### config.mk
export PLATFORM = sky130hd
export DESIGN_NAME = exception_ctrl_flat
export DESIGN_NICKNAME = d
export VERILOG_FILES = /design/src/rtl/exception_ctrl_pkg.sv /design/src/rtl/exception_ctrl_if.sv /design/src/rtl/exception_ctrl_irq_sync.sv /design/src/rtl/exception_ctrl.sv /design/src/flat_wrapper.sv
export SDC_FILE = /design/constraint.sdc
export NUM_CORES = 1
export LEC_CHECK = 0
export CAP_MARGIN = 20
export CORE_ASPECT_RATIO = 0.7
export CORE_MARGIN = 4
export CORE_UTILIZATION = 30
export DETAILED_ROUTE_END_ITERATION = 8
export HOLD_SLACK_MARGIN = 0.15
export PLACE_DENSITY = 0.76
export SYNTH_ARGS = -nofsm -noshare
export SYNTH_HDL_FRONTEND = slang
export SYNTH_SLANG_ARGS = --single-unit
### constraint.sdc
create_clock -name clk -period 1.16 [get_ports clk]
set_input_delay 0.232 -clock clk [delete_from_list [all_inputs] [get_ports clk]]
set_output_delay 0.232 -clock clk [all_outputs]
set_load 0.1 [all_outputs]
### src/rtl/exception_ctrl_pkg.sv
// Shared types and constants for the exception sequencer.
// EStatus encodings match the main decoder's Exc/EStatus outputs.
package exc_pkg;

   typedef enum logic {ST_RUN, ST_HANDLER} exc_state_t;

   localparam logic [3:0] ESTAT_NONE  = 4'h0;
   localparam logic [3:0] ESTAT_IRQ   = 4'h1;
   localparam logic [3:0] ESTAT_BADOP = 4'h2;

endpackage

### src/rtl/exception_ctrl_if.sv
// Decoder/fetch-side signal bundle of the exception sequencer.
// slave = exception_ctrl side, master = decoder/fetch side.
interface exception_ctrl_if #(
   parameter int XLEN = 64
);
   logic            exc;
   logic [3:0]      estatus;
   logic            eret;
   logic [XLEN-1:0] pc;
   logic            ext_irq;
   logic            pc_redirect;
   logic [XLEN-1:0] pc_target;
   logic [XLEN-1:0] elr;
   logic [XLEN-1:0] esr;
   logic            in_handler;
   logic            dfault;

   modport slave (
      input  exc, estatus, eret, pc,
      output ext_irq, pc_redirect, pc_target, elr, esr, in_handler, dfault
   );

   modport master (
      output exc, estatus, eret, pc,
      input  ext_irq, pc_redirect, pc_target, elr, esr, in_handler, dfault
   );
endinterface

### src/rtl/exception_ctrl_irq_sync.sv
// irq_in synchronizer chain followed by a rising-edge detector.
// irq_rise is high for one cycle after the synced level goes 0->1.
module irq_sync #(
   parameter int SYNC_STAGES = 2
) (
   input  logic clk,
   input  logic reset,
   input  logic irq_in,
   output logic irq_rise
);

   logic [SYNC_STAGES-1:0] sync_q, sync_d;
   logic                   prev_q, prev_d;

   always_comb begin
      sync_d = {sync_q[SYNC_STAGES-2:0], irq_in};
      prev_d = sync_q[SYNC_STAGES-1];
   end

   always_ff @(posedge clk) begin
      if (reset) begin
         sync_q <= '0;
         prev_q <= 1'b0;
      end else begin
         sync_q <= sync_d;
         prev_q <= prev_d;
      end
   end

   assign irq_rise = sync_q[SYNC_STAGES-1] & ~prev_q;

endmodule

### src/rtl/exception_ctrl.sv
// Exception/interrupt sequencer: IRQ conditioning, ELR/ESR, RUN/HANDLER FSM
// and PC redirection. Define EXC_COUNT_EN to add the exc_count output.
//
// state      | meaning
// ST_RUN     | normal execution, IRQs unmasked
// ST_HANDLER | inside exception handler, IRQs masked, exc here is a double fault
module exception_ctrl
   import exc_pkg::*;
#(
   parameter int              XLEN        = 64,
   parameter logic [XLEN-1:0] VECTOR_BASE = 64'hD8,
   parameter int              SYNC_STAGES = 2
) (
   input  logic                     clk,
   input  logic                     reset,
   input  logic                     irq_in,
`ifdef EXC_COUNT_EN
   output logic [31:0]              exc_count,
`endif
   exception_ctrl_if.slave          bus
);

   exc_state_t      state_q, state_d;
   logic [XLEN-1:0] elr_q, elr_d;
   logic [XLEN-1:0] esr_q, esr_d;
   logic            dfault_q, dfault_d;
   logic            pending_q, pending_d;
   logic            irq_rise;
   logic            redirect;
   logic [XLEN-1:0] target;

   irq_sync #(.SYNC_STAGES(SYNC_STAGES)) u_irq_sync (
      .clk      (clk),
      .reset    (reset),
      .irq_in   (irq_in),
      .irq_rise (irq_rise)
   );

   always_comb begin
      state_d   = state_q;
      elr_d     = elr_q;
      esr_d     = esr_q;
      dfault_d  = dfault_q;
      pending_d = pending_q;
      redirect  = 1'b0;
      target    = '0;

      unique case (state_q)
         ST_RUN: begin
            if (bus.exc) begin
               redirect = 1'b1;
               target   = VECTOR_BASE;
               elr_d    = bus.pc;
               esr_d    = {{(XLEN-4){1'b0}}, bus.estatus};
               state_d  = ST_HANDLER;
               if (bus.estatus == ESTAT_IRQ)
                  pending_d = 1'b0;
            end else if (bus.eret) begin
               redirect = 1'b1;
               target   = elr_q;
            end
         end
         ST_HANDLER: begin
            if (bus.exc) begin
               redirect = 1'b1;
               target   = VECTOR_BASE;
               dfault_d = 1'b1;
            end else if (bus.eret) begin
               redirect = 1'b1;
               target   = elr_q;
               state_d  = ST_RUN;
            end
         end
         default: state_d = ST_RUN;
      endcase

      // A fresh edge must not be swallowed by the clear of the IRQ being taken.
      if (irq_rise)
         pending_d = 1'b1;
   end

   always_ff @(posedge clk) begin
      if (reset) begin
         state_q   <= ST_RUN;
         elr_q     <= '0;
         esr_q     <= '0;
         dfault_q  <= 1'b0;
         pending_q <= 1'b0;
      end else begin
         state_q   <= state_d;
         elr_q     <= elr_d;
         esr_q     <= esr_d;
         dfault_q  <= dfault_d;
         pending_q <= pending_d;
      end
   end

`ifdef EXC_COUNT_EN
   logic [31:0] count_q, count_d;

   always_comb begin
      count_d = count_q;
      if (bus.exc)
         count_d = count_q + 32'd1;
   end

   always_ff @(posedge clk) begin
      if (reset)
         count_q <= '0;
      else
         count_q <= count_d;
   end

   assign exc_count = count_q;
`endif

   // Redirect is combinational; reset suppresses it so fetch sees a clean start.
   assign bus.pc_redirect = redirect & ~reset;
   assign bus.pc_target   = reset ? '0 : target;
   assign bus.ext_irq     = pending_q & (state_q == ST_RUN);
   assign bus.elr         = elr_q;
   assign bus.esr         = esr_q;
   assign bus.in_handler  = (state_q == ST_HANDLER);
   assign bus.dfault      = dfault_q;

endmodule

### src/flat_wrapper.sv
// flat-port wrapper written by rule: the top's interface ports become plain ports
module exception_ctrl_flat import exc_pkg::*;
#(
   parameter int              XLEN        = 64,
   parameter logic [XLEN-1:0] VECTOR_BASE = 64'hD8,
   parameter int              SYNC_STAGES = 2
)
  (clk, reset, irq_in, bus_exc, bus_estatus, bus_eret, bus_pc, bus_ext_irq, bus_pc_redirect, bus_pc_target, bus_elr, bus_esr, bus_in_handler, bus_dfault);
  exception_ctrl_if #(.XLEN(XLEN)) bus_i ();
  input  logic clk;
  input  logic reset;
  input  logic irq_in;
  input wire logic [$bits(bus_i.exc)-1:0] bus_exc;
  input wire logic [$bits(bus_i.estatus)-1:0] bus_estatus;
  input wire logic [$bits(bus_i.eret)-1:0] bus_eret;
  input wire logic [$bits(bus_i.pc)-1:0] bus_pc;
  output wire logic [$bits(bus_i.ext_irq)-1:0] bus_ext_irq;
  output wire logic [$bits(bus_i.pc_redirect)-1:0] bus_pc_redirect;
  output wire logic [$bits(bus_i.pc_target)-1:0] bus_pc_target;
  output wire logic [$bits(bus_i.elr)-1:0] bus_elr;
  output wire logic [$bits(bus_i.esr)-1:0] bus_esr;
  output wire logic [$bits(bus_i.in_handler)-1:0] bus_in_handler;
  output wire logic [$bits(bus_i.dfault)-1:0] bus_dfault;
  assign bus_i.exc = bus_exc;
  assign bus_i.estatus = bus_estatus;
  assign bus_i.eret = bus_eret;
  assign bus_i.pc = bus_pc;
  assign bus_ext_irq = bus_i.ext_irq;
  assign bus_pc_redirect = bus_i.pc_redirect;
  assign bus_pc_target = bus_i.pc_target;
  assign bus_elr = bus_i.elr;
  assign bus_esr = bus_i.esr;
  assign bus_in_handler = bus_i.in_handler;
  assign bus_dfault = bus_i.dfault;
  exception_ctrl #(.XLEN(XLEN), .VECTOR_BASE(VECTOR_BASE), .SYNC_STAGES(SYNC_STAGES)) u_core (.clk(clk), .reset(reset), .irq_in(irq_in), .bus(bus_i));
endmodule
==> run metrics <==
Clock Path Buffers=2; GRT Overall Usage=a little under a quarter; Clock power frac=about a third; gpl congestion=0.811; die height=~100 microns; DRC errors left=0; Avg Cell Area, Syn=7.66 sq um; failing checks=negative setup slack; Ports=~270; Chip Width=around 140 microns; Yosys cell types=20; CP Depth=8; Power, Total=11000 uW; Comb pwr share=between 40% and 50%; Pleak=0.00411 uW; Clock H-tree levels=3; initial DRC count=roughly 120; grt met1 use=25.9%; Hold Crit Class=input port to flip-flop; Multi-input gate area=approximately 2700 sq um; HPWL Detailed=between 10 and 15 mm; met2 Usage GRT=~41%; reg2reg path depth=7; Final Hold Viols=0; delay-heaviest family, CP=buffers and inverters; crit share post-route=131%; CTS buffer count=9; switch share=39.9%; Final Critical Period=around 1.5 ns; row cnt=32; crit path capture type=output port; worst-path fanout max=7; Routed WL=19.0 mm; maximum VDD drop=approximately 0.87 mV; MaxCap Viol Count=0; register bit total from synthesis=74; met3 usage=about 8.1%; Int Pwr=between 6000 and 7000 uW; TritonCTS clock tree=done; via/cell ratio=4.65; clk_skew=around 0.012 ns; reg-to-reg slack, setup=-0.15 ns; Worst Tran Pin Value=roughly 0.52 ns; Core ar.=around 11000 sq um; net switching power=between 4000 and 5000 uW; Rel. slew slack=around 65%; post-place setup slack=-0.789 ns; clock root buffer=clkbuf_16; Worst Hold Depth=3; worst skew pair latency=between 0.3 and 0.4 ns; crit-path most repeated cell=buf_8; largest net degree at the start of global routing=75; CTS hold repair buffers=0; Worst-path clk slew=0.06 ns; DR WL/cell=around 22 microns; Ant. Diodes=0; First-pass DRT Iterations=4; first-pass GRT wire length=23.9 mm; vias=approximately 4100; antenna-violating nets left=0; crit path cell chain=buf_8 -> inv_4 -> nor3_4 -> buf_4 -> buf_8 -> buf_16 -> and2_4 -> buf_12; max-slew violations=0; CP Launch Type=input port; Nets=between 700 and 800; CP arrival=roughly 1.3 ns; PortBufs=208; final worst slack=-0.363 ns; FF/Latch Area=roughly 1700 sq um; critical path's largest stage delay=0.19 ns; total negative setup slack=-26.74 ns; crit path kind=input port to output port; CP max stage cell=nor3_4; status=finished, violations left; initial antenna violation count=0; CP Buf/Inv Count=6; register area share after synthesis=a little over two fifths; CTS sink cnt=74; f_max=656 MHz; ratio of cells with drive above 1 in the final layout=roughly three quarters; die area=about 13000 sq um; Cell Area, Synth=3490 sq um; Worst EP required=between 0.9 and 1 ns; Fillers=around 530; Post-Synthesis Cells=456; vias in the first global route=4141; Sequential Power Share=26.6%; Area Growth Syn to Fin=177%; setup repair after global routing missed its margin=yes; Final setup violation count=about 130; busiest grt layer=met2; PwrDens=~1100 nW/um^2; Area after DPL=7360 sq um; post-layout instance area=just under 10000 sq um; Initial Util=a little under a third; Synth Warn #=0; total grt overflow=0
power groups by stage:
stage | combinational [uW] | sequential (uW) | clock [uW]
finish | 4590 | 2920 | 3450
global route | 4690 | 2930 | 3630
CTS | 4180 | 2910 | 3470
detailed placement | 3690 | 2940 | 0
global placement | 3650 | 2920 | 0
floorplan | 1750 | 3840 | 0
timing repair:
item,in CTS,in global routing
pin swaps,95,66
gates cloned,16,9
gates resized for setup,142,201
buffers inserted,21,14
endpoints found under the setup margin,136,154
registers in the layout (all words and copies together), names as in the netlist:
register,cells
u_core.bus.dfault,1
u_core.bus.elr,64
u_core.bus.esr,4
u_core.bus.in_handler,1
u_core.pending_q,1
u_core.u_irq_sync.prev_q,1
u_core.u_irq_sync.sync_q,2
cell type report:
cell class              instances  area share [%]
clock inverters                 6            1.42
well taps                     153            1.98
clock buffers                  10            2.37
multi-input cells             348            28.4
repair buffers                279            48.2
inverters                       2           0.129
flip-flops and latches         74            17.5
worst reg2reg max path: cells and delay by family (launching register included):
family	cells	cell delay, ns
buf+inv	4	0.53
flops	1	0.35
simple gates	2	0.25
compound gates	1	0.05
layer usage:
layer,up-vias,share of wire (%),wire [microns]
met5,-,0,0
met4,0,1.6,308
met3,27,7.9,1500
met2,190,53,10000
met1,1987,38,7140
li1,1849,-,-
kinds of logic after synthesis:
family                 Yosys count  share of synthesized area (%)
AO/OA/AOI/OAI                   73                           10.6
buffers and inverters           93                           18.3
flip-flops                      74                           42.4
other                            1                          0.107
AND/OR/NAND/NOR                215                           28.5
through the flow:
step                      hold WS [ns]  instances  util, %
final                            0.316        872     86.6
after global routing             0.313        872     86.6
after CTS                        0.303        856     78.3
after detailed placement         0.443        803     65.8
after global placement           0.427        803     65.8
after floorplan                  0.360        515        -
path summary, 6_finish.rpt:
path	from	to
min	bus_estatus[2]	u_core.bus.esr[2]$_SDFFE_PP0P_
max reg2reg	u_core.bus.in_handler$_SDFF_PP0_	u_core.bus.elr[9]$_SDFFE_PP0P_
min reg2reg	u_core.u_irq_sync.sync_q[0]$_SDFF_PP0_	u_core.u_irq_sync.sync_q[1]$_SDFF_PP0_
max	bus_eret	bus_pc_target[10]
cell usage in the layout, fill, tap and decap left out, types with 2 or more instances in the layout:
cell type        instances
buf_12                 156
nand2_4                 72
a21oi_2                 67
clkdlybuf4s50_1         66
and2_4                  60
conb_1                  60
dfxtp_4                 50
nand2_2                 41
nand2_1                 23
dfxtp_2                 19
clkbuf_16               16
buf_4                   14
buf_6                   13
buf_16                  11
buf_8                    8
nor2_4                   7
dfxtp_1                  5
bufinv_16                4
a21oi_1                  3
nor2b_1                  3
dlygate4sd2_1            3
inv_4                    2
nor2_1                   2
synthesized netlist by cell type:
master	instances	share of area, %
and2b_1	1	0.22
nand2_1	136	15
conb_1	1	0.11
o21ai_0	1	0.14
buf_8	2	0.86
nor2b_1	4	0.72
nand2b_1	2	0.36
buf_4	64	14
nor2_1	10	1.1
o21bai_1	1	0.22
a21oi_2	1	0.25
inv_1	2	0.22
clkbuf_1	13	1.4
and2_1	60	11
buf_6	2	0.65
a21oi_1	70	10
nor3_4	1	0.47
dfxtp_1	74	42
or4b_1	1	0.29
buf_2	10	1.4
Power figures use the tool's default switching activity.
